## src/rtl/reg_arb_pkg.sv

```systemverilog
// Shared types for the SD-host register-set arbiters: FSM states, port count
// and the command latched from the winning requester.
package reg_arb_pkg;

    localparam int NUM_PORTS  = 2;
    localparam int REG_ADDR_W = 8;
    localparam int REG_DATA_W = 8;

    typedef enum logic [1:0] {
        IDLE  = 2'd0,
        ISSUE = 2'd1,
        WAIT  = 2'd2,
        ACK   = 2'd3
    } arb_state_t;

    typedef struct packed {
        logic                  wnr;
        logic [REG_ADDR_W-1:0] addr;
        logic [REG_DATA_W-1:0] wdata;
    } reg_cmd_t;

endpackage

```

## src/rtl/rr_pick2.sv

```systemverilog
// Combinational two-way round-robin selector, shared by the SD-host arbiters.
module rr_pick2
    import reg_arb_pkg::*;
(
    input  logic [NUM_PORTS-1:0] req,
    input  logic                 last_grant,
    output logic                 valid,
    output logic                 grant
);

    assign valid = |req;
    // On a tie the port that did not win last time goes next.
    assign grant = (&req) ? ~last_grant : req[1];

endmodule

```

## src/rtl/reg_set_arbiter.sv

```systemverilog
// Round-robin arbiter sharing the register-set access port between the host bus
// (port 0) and the SD engine (port 1). REG_ARB_LOCK_EN adds lock0/lock1 inputs.
module reg_set_arbiter
    import reg_arb_pkg::*;
#(
    parameter int ADDR_W     = REG_ADDR_W,
    parameter int DATA_W     = REG_DATA_W,
    parameter int RD_LATENCY = 1
) (
    input  logic              clk,
    input  logic              reset,
    input  logic              req0,
    input  logic              wnr0,
    input  logic [ADDR_W-1:0] addr0,
    input  logic [DATA_W-1:0] wdata0,
    output logic              ack0,
    output logic [DATA_W-1:0] rdata0,
    input  logic              req1,
    input  logic              wnr1,
    input  logic [ADDR_W-1:0] addr1,
    input  logic [DATA_W-1:0] wdata1,
    output logic              ack1,
    output logic [DATA_W-1:0] rdata1,
`ifdef REG_ARB_LOCK_EN
    input  logic              lock0,
    input  logic              lock1,
`endif
    output logic              rs_req,
    output logic              rs_wnr,
    output logic [ADDR_W-1:0] rs_address,
    output logic [DATA_W-1:0] rs_data_in,
    input  logic [DATA_W-1:0] rs_data_out,
    output logic              busy
);

    localparam int CNT_W = (RD_LATENCY > 1) ? $clog2(RD_LATENCY) : 1;

    arb_state_t           state;
    reg_cmd_t             cmd;
    logic                 winner;
    logic                 last_grant;
    logic [CNT_W-1:0]     cnt;
    logic [NUM_PORTS-1:0] req_vec;
    logic [NUM_PORTS-1:0] req_eff;
    logic                 pick_valid;
    logic                 pick_grant;

    assign req_vec = {req1, req0};

`ifdef REG_ARB_LOCK_EN
    logic                 locked;
    logic                 lock_port;
    logic [NUM_PORTS-1:0] lock_vec;

    assign lock_vec = {lock1, lock0};

    always_comb begin
        // NOTE: default first so every path assigns req_eff and no latch is inferred.
        req_eff = req_vec;
        if (locked && lock_vec[lock_port])
            req_eff = req_vec & (lock_port ? 2'b10 : 2'b01);
    end
`else
    assign req_eff = req_vec;
`endif

    rr_pick2 u_pick (
        .req        (req_eff),
        .last_grant (last_grant),
        .valid      (pick_valid),
        .grant      (pick_grant)
    );

    assign busy = (state != IDLE);

    always_ff @(posedge clk) begin
        if (reset) begin
            state      <= IDLE;
            cmd        <= '0;
            winner     <= 1'b0;
            last_grant <= 1'b1;
            cnt        <= '0;
            ack0       <= 1'b0;
            ack1       <= 1'b0;
            rdata0     <= '0;
            rdata1     <= '0;
            rs_req     <= 1'b0;
            rs_wnr     <= 1'b0;
            rs_address <= '0;
            rs_data_in <= '0;
`ifdef REG_ARB_LOCK_EN
            locked     <= 1'b0;
            lock_port  <= 1'b0;
`endif
        end else begin
            // NOTE: one-cycle strobes default low here; the case below raises them.
            rs_req <= 1'b0;
            ack0   <= 1'b0;
            ack1   <= 1'b0;
            case (state)
                IDLE: begin
`ifdef REG_ARB_LOCK_EN
                    if (locked && !lock_vec[lock_port])
                        locked <= 1'b0;
`endif
                    // The cycle showing an ack still belongs to the finished transaction.
                    if (pick_valid && !(ack0 || ack1)) begin
                        winner <= pick_grant;
                        cmd    <= pick_grant ? '{wnr: wnr1, addr: addr1, wdata: wdata1}
                                             : '{wnr: wnr0, addr: addr0, wdata: wdata0};
                        state  <= ISSUE;
                    end
                end
                ISSUE: begin
                    rs_req     <= 1'b1;
                    rs_wnr     <= cmd.wnr;
                    rs_address <= cmd.addr;
                    rs_data_in <= cmd.wdata;
                    cnt        <= CNT_W'(RD_LATENCY - 1);
                    state      <= (RD_LATENCY > 1) ? WAIT : ACK;
                end
                WAIT: begin
                    cnt <= cnt - 1'b1;
                    if (cnt <= CNT_W'(1))
                        state <= ACK;
                end
                ACK: begin
                    if (winner) begin
                        ack1 <= 1'b1;
                        if (!cmd.wnr) rdata1 <= rs_data_out;
                    end else begin
                        ack0 <= 1'b1;
                        if (!cmd.wnr) rdata0 <= rs_data_out;
                    end
                    last_grant <= winner;
`ifdef REG_ARB_LOCK_EN
                    locked     <= lock_vec[winner];
                    lock_port  <= winner;
`endif
                    state      <= IDLE;
                end
                default: state <= IDLE;
            endcase
        end
    end

endmodule

```

## config.mk

```make
export PLATFORM = sky130hd
export DESIGN_NAME = reg_set_arbiter
export DESIGN_NICKNAME = d
export VERILOG_FILES = /design/src/rtl/reg_arb_pkg.sv /design/src/rtl/rr_pick2.sv /design/src/rtl/reg_set_arbiter.sv
export SDC_FILE = /design/constraint.sdc
export NUM_CORES = 1
export LEC_CHECK = 0
export BUFFER_PORTS_ARGS = -buffer_cell sky130_fd_sc_hd__buf_2
export CAP_MARGIN = 20
export CORE_ASPECT_RATIO = 1.1
export CORE_MARGIN = 10
export CORE_UTILIZATION = 49
export DETAILED_ROUTE_END_ITERATION = 7
export HOLD_SLACK_MARGIN = 0.06
export PLACE_DENSITY = 0.79
export SYNTH_ARGS = -nofsm -noshare
export SYNTH_HDL_FRONTEND = slang
export SYNTH_SLANG_ARGS = --single-unit
```

## constraint.sdc

```tcl
create_clock -name clk -period 1.9 [get_ports clk]
set_input_delay 0.095 -clock clk [delete_from_list [all_inputs] [get_ports clk]]
set_output_delay 0.095 -clock clk [all_outputs]
set_load 0.005 [all_outputs]
```

Yosys cells after proc, flatten, opt, wreduce, memory -nomap -nowiden
Cells that the tools add are included.
W data, S select, Z words.
{ "word_totals": {"register_bits": 58, "latch_bits": 0, "ramBits": 0, "rom_bits": 0, "in_bits": 46, "output_inout_bits": 37, "elab_cells": 48, "memories": 0} }
{ "op_classes": {"add_sub_neg": 1, "mul": 0, "n_div": 0, "magnitude_cmp": 1, "n_eq_ne": 5, "shifts": 0, "n_mux": 9, "bitwise_logic": 4, "n_reduce_logical": 13} }
{ "ops": {"columns": ["cell", "count"], "rows": [
  ["$mux W17", 1],
  ["$pmux W2 S4", 1],
  ["$reduce_and A2 Y1", 3],
  ["$reduce_and A3 Y1", 2],
  ["$eq A2 B2 Y1 const B", 2],
  ["$mux W1", 4],
  ["$mux W2", 2],
  ["$ne A2 B2 Y1 const B", 2],
  ["$not A1 Y1", 4],
  ["$reduce_bool A2 Y1", 2],
  ["$reduce_or A2 Y1", 2],
  ["$eq A2 B1 Y1 const B", 1],
  ["$logic_not A2 Y1", 1],
  ["$pmux W1 S2", 1],
  ["$le A1 B1 Y1 const B", 1],
  ["$logic_and A1 B1 Y1", 1],
  ["$logic_not A1 Y1", 1],
  ["$logic_or A1 B1 Y1", 1],
  ["$sub A1 B1 Y1 const B", 1]
]} }

Depth between registers and ports, before layout
Gate-level depths: netlist of the first run.
{ "depth": {"depth_word": 5, "mapped_depth": 7, "ltp_nobuf": 6} }

By module
A second synthesis of the first run with hierarchy kept.
{ "unflattened": {"cells_unflattened": 217, "area_unflattened_um2": 2349.8} }
{ "by_module_without_submodules": {"columns": ["mod", "instances", "cells_per_inst", "area_each_um2"], "rows": [
  ["reg_set_arbiter", 1, 215, 2336.0],
  ["rr_pick2", 1, 2, 13.8]
]} }

Worst setup path after synthesis of the first run
No wires, ideal clock.
{ "synth_timing": {"kind": "register to register", "from": "reg state[0]", "to": "reg winner", "t_arrival_ns": 1.465, "setup_slack_ns": 0.307, "stages_incl_launch_ff": 8, "path_cell_list": "dfxtp_1 inv_1 ha_1 inv_2 nor4_4 buf_6 mux2i_1 nor2_1"} }
{ "synth_between": {"elab_chain_cells": 2} }
{ "synth_rtl": {"columns": ["element", "line_no", "text"], "rows": [
  ["start: declaration", "reg_set_arbiter.sv:38", "arb_state_t state;"],
  ["start signal: assignment", "reg_set_arbiter.sv:120", "state <= (RD_LATENCY > 1) ? WAIT : ACK;"],
  ["$logic_not A2 Y1", "reg_set_arbiter.sv:100", "case (state)"],
  ["$reduce_and A2 Y1 (no line)", null, null],
  ["end signal: assignment", "reg_set_arbiter.sv:108", "winner <= pick_grant;"],
  ["end: declaration", "reg_set_arbiter.sv:40", "logic winner;"]
]} }
Every way passes these cells.
A chain may end at the register's enable or synchronous reset.

Final worst setup path of the first run
{ "layout_timing": {"from": "reg state[1]", "to": "reg winner"} }
The elaborated chain is that of the path after synthesis.

==> results of run 1 <==
timing repair:
action	4_1_cts	5_1_grt
endpoints found under the hold margin	33	0
hold buffers	41	0
resized for setup	0	0
critical path, cell delays in order (launching register included):
cell and delay, ps:
dfxtp_1 340, inv_1 90, ha_1 180, inv_2 60
nor4_4 280, buf_4 310, mux2i_1 220, nor2_1 60
power by group:
part	internal [uW]	switching [uW]
sequential	1310	68.7
combinational	326	323
clock	612	446
sequential cells by signal, summed over array words and instances (netlist names), 2 cells and up:
signal,count
cmd,17
rs_data_in,8
rdata0,8
rdata1,8
state,2
rs_address,8
metal layers:
metal  vias up  part of all wire  GRT usage
met5         -                 0          0
met4         0             0.040      0.114
met3        20             0.083     0.0708
met2        73              0.47      0.254
met1       983              0.40      0.166
li1       1042                 -          -
final timing paths:
path | start | slack, ps | end
worst min-delay path | wdata1[4] | 70 | cmd[4]$_SDFFE_PP0P_
worst min register to register | rdata1[7]$_SDFFE_PP0P_ | 490 | rdata1[7]$_SDFFE_PP0P_
worst max-delay path | state[1]$_SDFFE_PP0P_ | 220 | winner$_SDFFE_PP0P_
worst max register to register | state[1]$_SDFFE_PP0P_ | 220 | winner$_SDFFE_PP0P_
through the flow:
| step | instances | util |
|---|---|---|
| detailed placement | 362 | 0.600 |
| global route | 420 | 0.732 |
| finish | 420 | 0.732 |
| floorplan | 233 | - |
| CTS | 419 | 0.732 |
| global placement | 362 | 0.600 |
area by class of cell:
| class | instances | share of cell area |
|---|---|---|
| clock inverter | 2 | 0.00298 |
| sequential | 57 | 0.340 |
| inverter | 3 | 0.00335 |
| timing repair buffer | 130 | 0.260 |
| clock buffer | 14 | 0.0544 |
| tap | 56 | 0.0209 |
| multi-input combinational | 157 | 0.318 |
| antenna | 1 | 0.000745 |
placed cells by master (no fill, tap or decap), drive strengths merged:
| cell type | n |
|---|---|
| mux2i | 35 |
| clkbuf | 14 |
| a311oi | 17 |
| buf | 89 |
| and3b | 1 |
| nand2 | 36 |
| nor2b | 2 |
| dlygate4sd3 | 41 |
| o31ai | 1 |
| diode | 1 |
| inv | 3 |
| nand3b | 1 |
| ha | 4 |
| and2 | 1 |
| nor3b | 2 |
| clkinv | 2 |
| nor2 | 54 |
| nor4 | 1 |
| a211oi | 1 |
| a211o | 1 |
| dfxtp | 57 |
logic make-up after synthesis:
group	Yosys count	synth area share
AO/OA/AOI/OAI	20	0.108
multiplexers	35	0.152
buffers and inverters	19	0.0419
AND/OR/NAND/NOR	98	0.180
adder cells (fa/ha/maj)	4	0.0218
flip-flops	57	0.496
==> flow_metrics.env, run 1 <==
export IMPL_status="finished clean"
export IMPL_ys_seq_area_frac=0.496
export IMPL_synthFlopType="dfxtp_1"
export IMPL_cp_start_kind="flop"
export IMPL_worst_clock_skew_ps=8.80
export IMPL_drt_iter0_markers=74
export IMPL_async_flop_share=0
export IMPL_end_kind="flop"
export IMPL_hold_depth=3
export IMPL_start_util=0.501
export IMPL_drtAntennaViolNets=0
export IMPL_gp_congestion=0.726
export IMPL_synth_edf_count=0
export IMPL_wl_per_cell_um=15.1
export IMPL_dp_hpwl_um=4020
export IMPL_fillers=324
export IMPL_finalHoldViolCount=0
export IMPL_fin_setup_tns_ps=0
export IMPL_antenna_found_initial=1
export IMPL_powerDensity_nw_per_um2=920
export IMPL_yosysWarnings=0
export IMPL_clock_latency_ps=330
export IMPL_ys_seq_elements=57
export IMPL_nets=408
export IMPL_fin_ws_ps=221
export IMPL_post_synth_cell_area_avg_sq_um=9.87
export IMPL_leakagePower_uw=0.00161
export IMPL_multi_input_area_sq_um=1070
export IMPL_maxCapViolations=0
export IMPL_grt_max_degree=41
export IMPL_vias=2118
export IMPL_port_buffers=82
export IMPL_grt_pass1_vias=2131
export IMPL_ctsHtreeMaxLevel=3
export IMPL_clock_fmax_mhz=596
export IMPL_reg2reg_depth=7
export IMPL_fp_row_count=26
export IMPL_rsz0062_at_grt="false"
export IMPL_yosysTopAreaCell="dfxtp_1"
export IMPL_die_h_um=91.9
export IMPL_crit_arrival_ps=1860
export IMPL_irDropWorstVdd_mv=0.484
export IMPL_whs_ps=74.9
export IMPL_place_ws_ps=239
export IMPL_hp_class="in2reg"
export IMPL_grt_pass1_wl_um=10300
export IMPL_clk_pin_slew_ps=60
export IMPL_power_uw=3090
export IMPL_io_pins=83
export IMPL_synth_distinct_cells=24
export IMPL_synth_area_top_cells="dfxtp_1 (50%), mux2i_1 (15%), nor2_1 (8.5%)"
export IMPL_design_core_area_sq_um=4590
export IMPL_grt_use_total=0.160
export IMPL_yosysTopAreaCellShare=0.496
export IMPL_drc_errors=0
export IMPL_worst_pin_slew_ps=724
export IMPL_area_growth_pct=46.0
export IMPL_cts_setup_buffers=0
export IMPL_dieArea_sq_um=7840
export IMPL_synth_most_common_cell="dfxtp_1"
export IMPL_drive_gt1_frac=0.333
export IMPL_critPathRequiredTime_ps=2080
export IMPL_slew_headroom=0.518
export IMPL_via_per_inst=5.04
export IMPL_timing_final_crit_share=0.884
export IMPL_die_x_um=85.3
export IMPL_period_minus_slack_ps=1680
export IMPL_routed_wl_um=6360
export IMPL_cts_root_buf="clkbuf_8"
export IMPL_clock_sinks=57
export IMPL_overflow=0
export IMPL_seq_area_sq_um=1140
export IMPL_syn_inst=233
export IMPL_dr_pass1_iters=4
export IMPL_cts_buffer_depth=2
export IMPL_setup_viol=0
export IMPL_critPathKind="reg2reg"
export IMPL_netlist_area_sq_um=2300
export IMPL_cp_max_fo=19
export IMPL_fin_area_sq_um=3360
export IMPL_synth_common_cells="dfxtp_1 (57), nor2_1 (52), nand2_1 (36)"
export IMPL_slew_violations=0
export IMPL_cts_tree="done"
export IMPL_synth_nets=283
export IMPL_place_area_sq_um=2750
export IMPL_numCtsBuffers=9
Note: power is estimated with default switching activity, not from simulation.
==> inputs of run 2 (changes only) <==
- GPL_TIMING_DRIVEN: not set -> 0
==> run 2 against run 1 <==
Against the previous run:
- final cell count up 2.4%
- total power up 2.0%
- sequential power about the same
- wire length up 3.3%
- utilization up 0.90 points
- cell area up 1.2%
- first-iteration DRC count up 22%
- clock power about the same
- global-route usage up 1.1 points
- critical path type unchanged
- largest cell class unchanged
==> flow_metrics.env, run 2 (synthesis gave the netlist of run 1 again) <==
export IMPL_clk_pin_slew_ps=60
export IMPL_slew_headroom=0.538
export IMPL_fin_setup_tns_ps=0
export IMPL_design_core_area_sq_um=4590
export IMPL_antenna_found_initial=0
export IMPL_end_kind="flop"
export IMPL_cts_root_buf="clkbuf_8"
export IMPL_dr_pass1_iters=4
export IMPL_met3_length_um=645
export IMPL_cp_max_fo=10
export IMPL_die_x_um=85.3
export IMPL_overflow=0
export IMPL_timing_final_crit_share=0.869
export IMPL_clock_latency_ps=340
export IMPL_regMostFlops="cmd"
export IMPL_vias=2113
export IMPL_routed_top_layer="met4"
export IMPL_critPathRequiredTime_ps=2110
export IMPL_period_minus_slack_ps=1650
export IMPL_status="finished clean"
export IMPL_powerDensity_nw_per_um2=927
export IMPL_clock_sinks=57
export IMPL_numCtsBuffers=9
export IMPL_grt_pass1_vias=2142
export IMPL_ctsHtreeMaxLevel=3
export IMPL_wl_per_cell_um=15.3
export IMPL_critPathBufInv=2
export IMPL_drtAntennaViolNets=0
export IMPL_cts_buffer_depth=2
export IMPL_met1Wirelength_um=2590
export IMPL_fp_row_count=26
export IMPL_irDropWorstVdd_mv=0.620
export IMPL_gp_congestion=0.736
export IMPL_mostFrequentLayoutCells="buf_2 (86), dfxtp_1 (57), nor2_1 (52)"
export IMPL_crit_chain="ha_1 > buf_2 > buf_2 > mux2i_1 > nor2_1"
export IMPL_max_stage_delay_ps=410
export IMPL_leakagePower_uw=0.00162
export IMPL_drt_iter0_markers=90
export IMPL_finalHoldViolCount=0
export IMPL_wl_met2_um=3210
export IMPL_grt_pass1_wl_um=10800
export IMPL_port_buffers=81
export IMPL_worst_clock_skew_ps=4.41
export IMPL_critPathKind="reg2reg"
export IMPL_nets=419
export IMPL_setup_viol=0
export IMPL_dp_hpwl_um=4230
export IMPL_maxCapViolations=0
export IMPL_io_pins=83
export IMPL_drc_errors=0
export IMPL_cts_tree="done"
export IMPL_fillers=321
export IMPL_rsz0062_at_grt="false"
export IMPL_area_growth_pct=47.8
export IMPL_grt_use_total=0.171
export IMPL_crit_family="buffers and inverters"
export IMPL_via_per_inst=4.91
export IMPL_cp_slowest_cell="dfxtp_1"
export IMPL_routed_wl_um=6570
export IMPL_ctsResizeCount=0
export IMPL_slew_violations=0
export IMPL_crit_path_frequent_cell="buf_2"
export IMPL_worst_pin_slew_ps=694
export IMPL_die_h_um=91.9
export IMPL_clock_fmax_mhz=606
export IMPL_hp_class="in2reg"
export IMPL_largest_reg_flops=17
export IMPL_crit_arrival_ps=1860
export IMPL_grt_max_degree=11
export IMPL_diodes=0
export IMPL_layout_commonest_cell="buf_2"
export IMPL_utilization=0.741
export IMPL_cp_start_kind="flop"
export IMPL_start_util=0.501
export IMPL_dieArea_sq_um=7840
export IMPL_drive_gt1_frac=0.321
## run 2: area by class of cell
class | instances | area, sq um | area share
flip-flops and latches | 57 | 1140 | 0.336
multi-input cells | 157 | 1060 | 0.312
repair buffers | 125 | 841 | 0.247
clock buffers | 13 | 149 | 0.0438
plain buffers | 16 | 85.1 | 0.0250
well taps | 56 | 70.1 | 0.0206
clock inverters | 3 | 40.0 | 0.0118
inverters | 3 | 11.3 | 0.00331
## run 2: timing repair
action | in CTS | in global routing
setup buffers | 0 | 2
hold buffers | 42 | 0
hold endpoints to repair | 33 | 0
endpoints found under the setup margin | 0 | 13
## run 2: layer usage
metal | vias up | global-route usage
met5 | - | 0
met4 | 0 | 0.0797
met3 | 8 | 0.0832
met2 | 82 | 0.276
met1 | 963 | 0.185
li1 | 1060 | -
## run 2: metrics by stage
| step | setup slack, ps | total power (uW) | std cells | hold WS, ps | area (sq um) |
|---|---|---|---|---|---|
| 6_report | 249 | 3150 | 430 | 147 | 3400 |
| 5_1_grt | 100 | 3310 | 430 | 154 | 3400 |
| 4_1_cts | 35.9 | 3160 | 428 | 135 | 3380 |
| 3_5_place_dp | 51.3 | 2000 | 370 | 356 | 2780 |
| 3_3_place_gp | 125 | 1990 | 370 | 346 | 2780 |
| 2_1_floorplan | 307 | 1810 | 233 | 239 | 2300 |
## run 2: path summary, 6_finish.rpt
check	start	endpoint	slack [ps]	cells past startpoint
worst max-delay path	state[0]$_SDFFE_PP0P_	rs_address[3]$_SDFFE_PP0P_	250	5
worst min-delay path	reset	rs_req$_SDFF_PP0_	150	2
worst min register to register	rs_address[6]$_SDFFE_PP0P_	rs_address[6]$_SDFFE_PP0P_	490	2
worst max register to register	state[0]$_SDFFE_PP0P_	rs_address[3]$_SDFFE_PP0P_	250	5
## run 2: power breakdown
group          switching, uW  leakage [uW]  total (uW)  internal, uW
Sequential              71.2      0.000465        1390          1310
Combinational            333       0.00106         674           341
Clock                    453     0.0000974        1090           638
Total                    857       0.00162        3150          2290
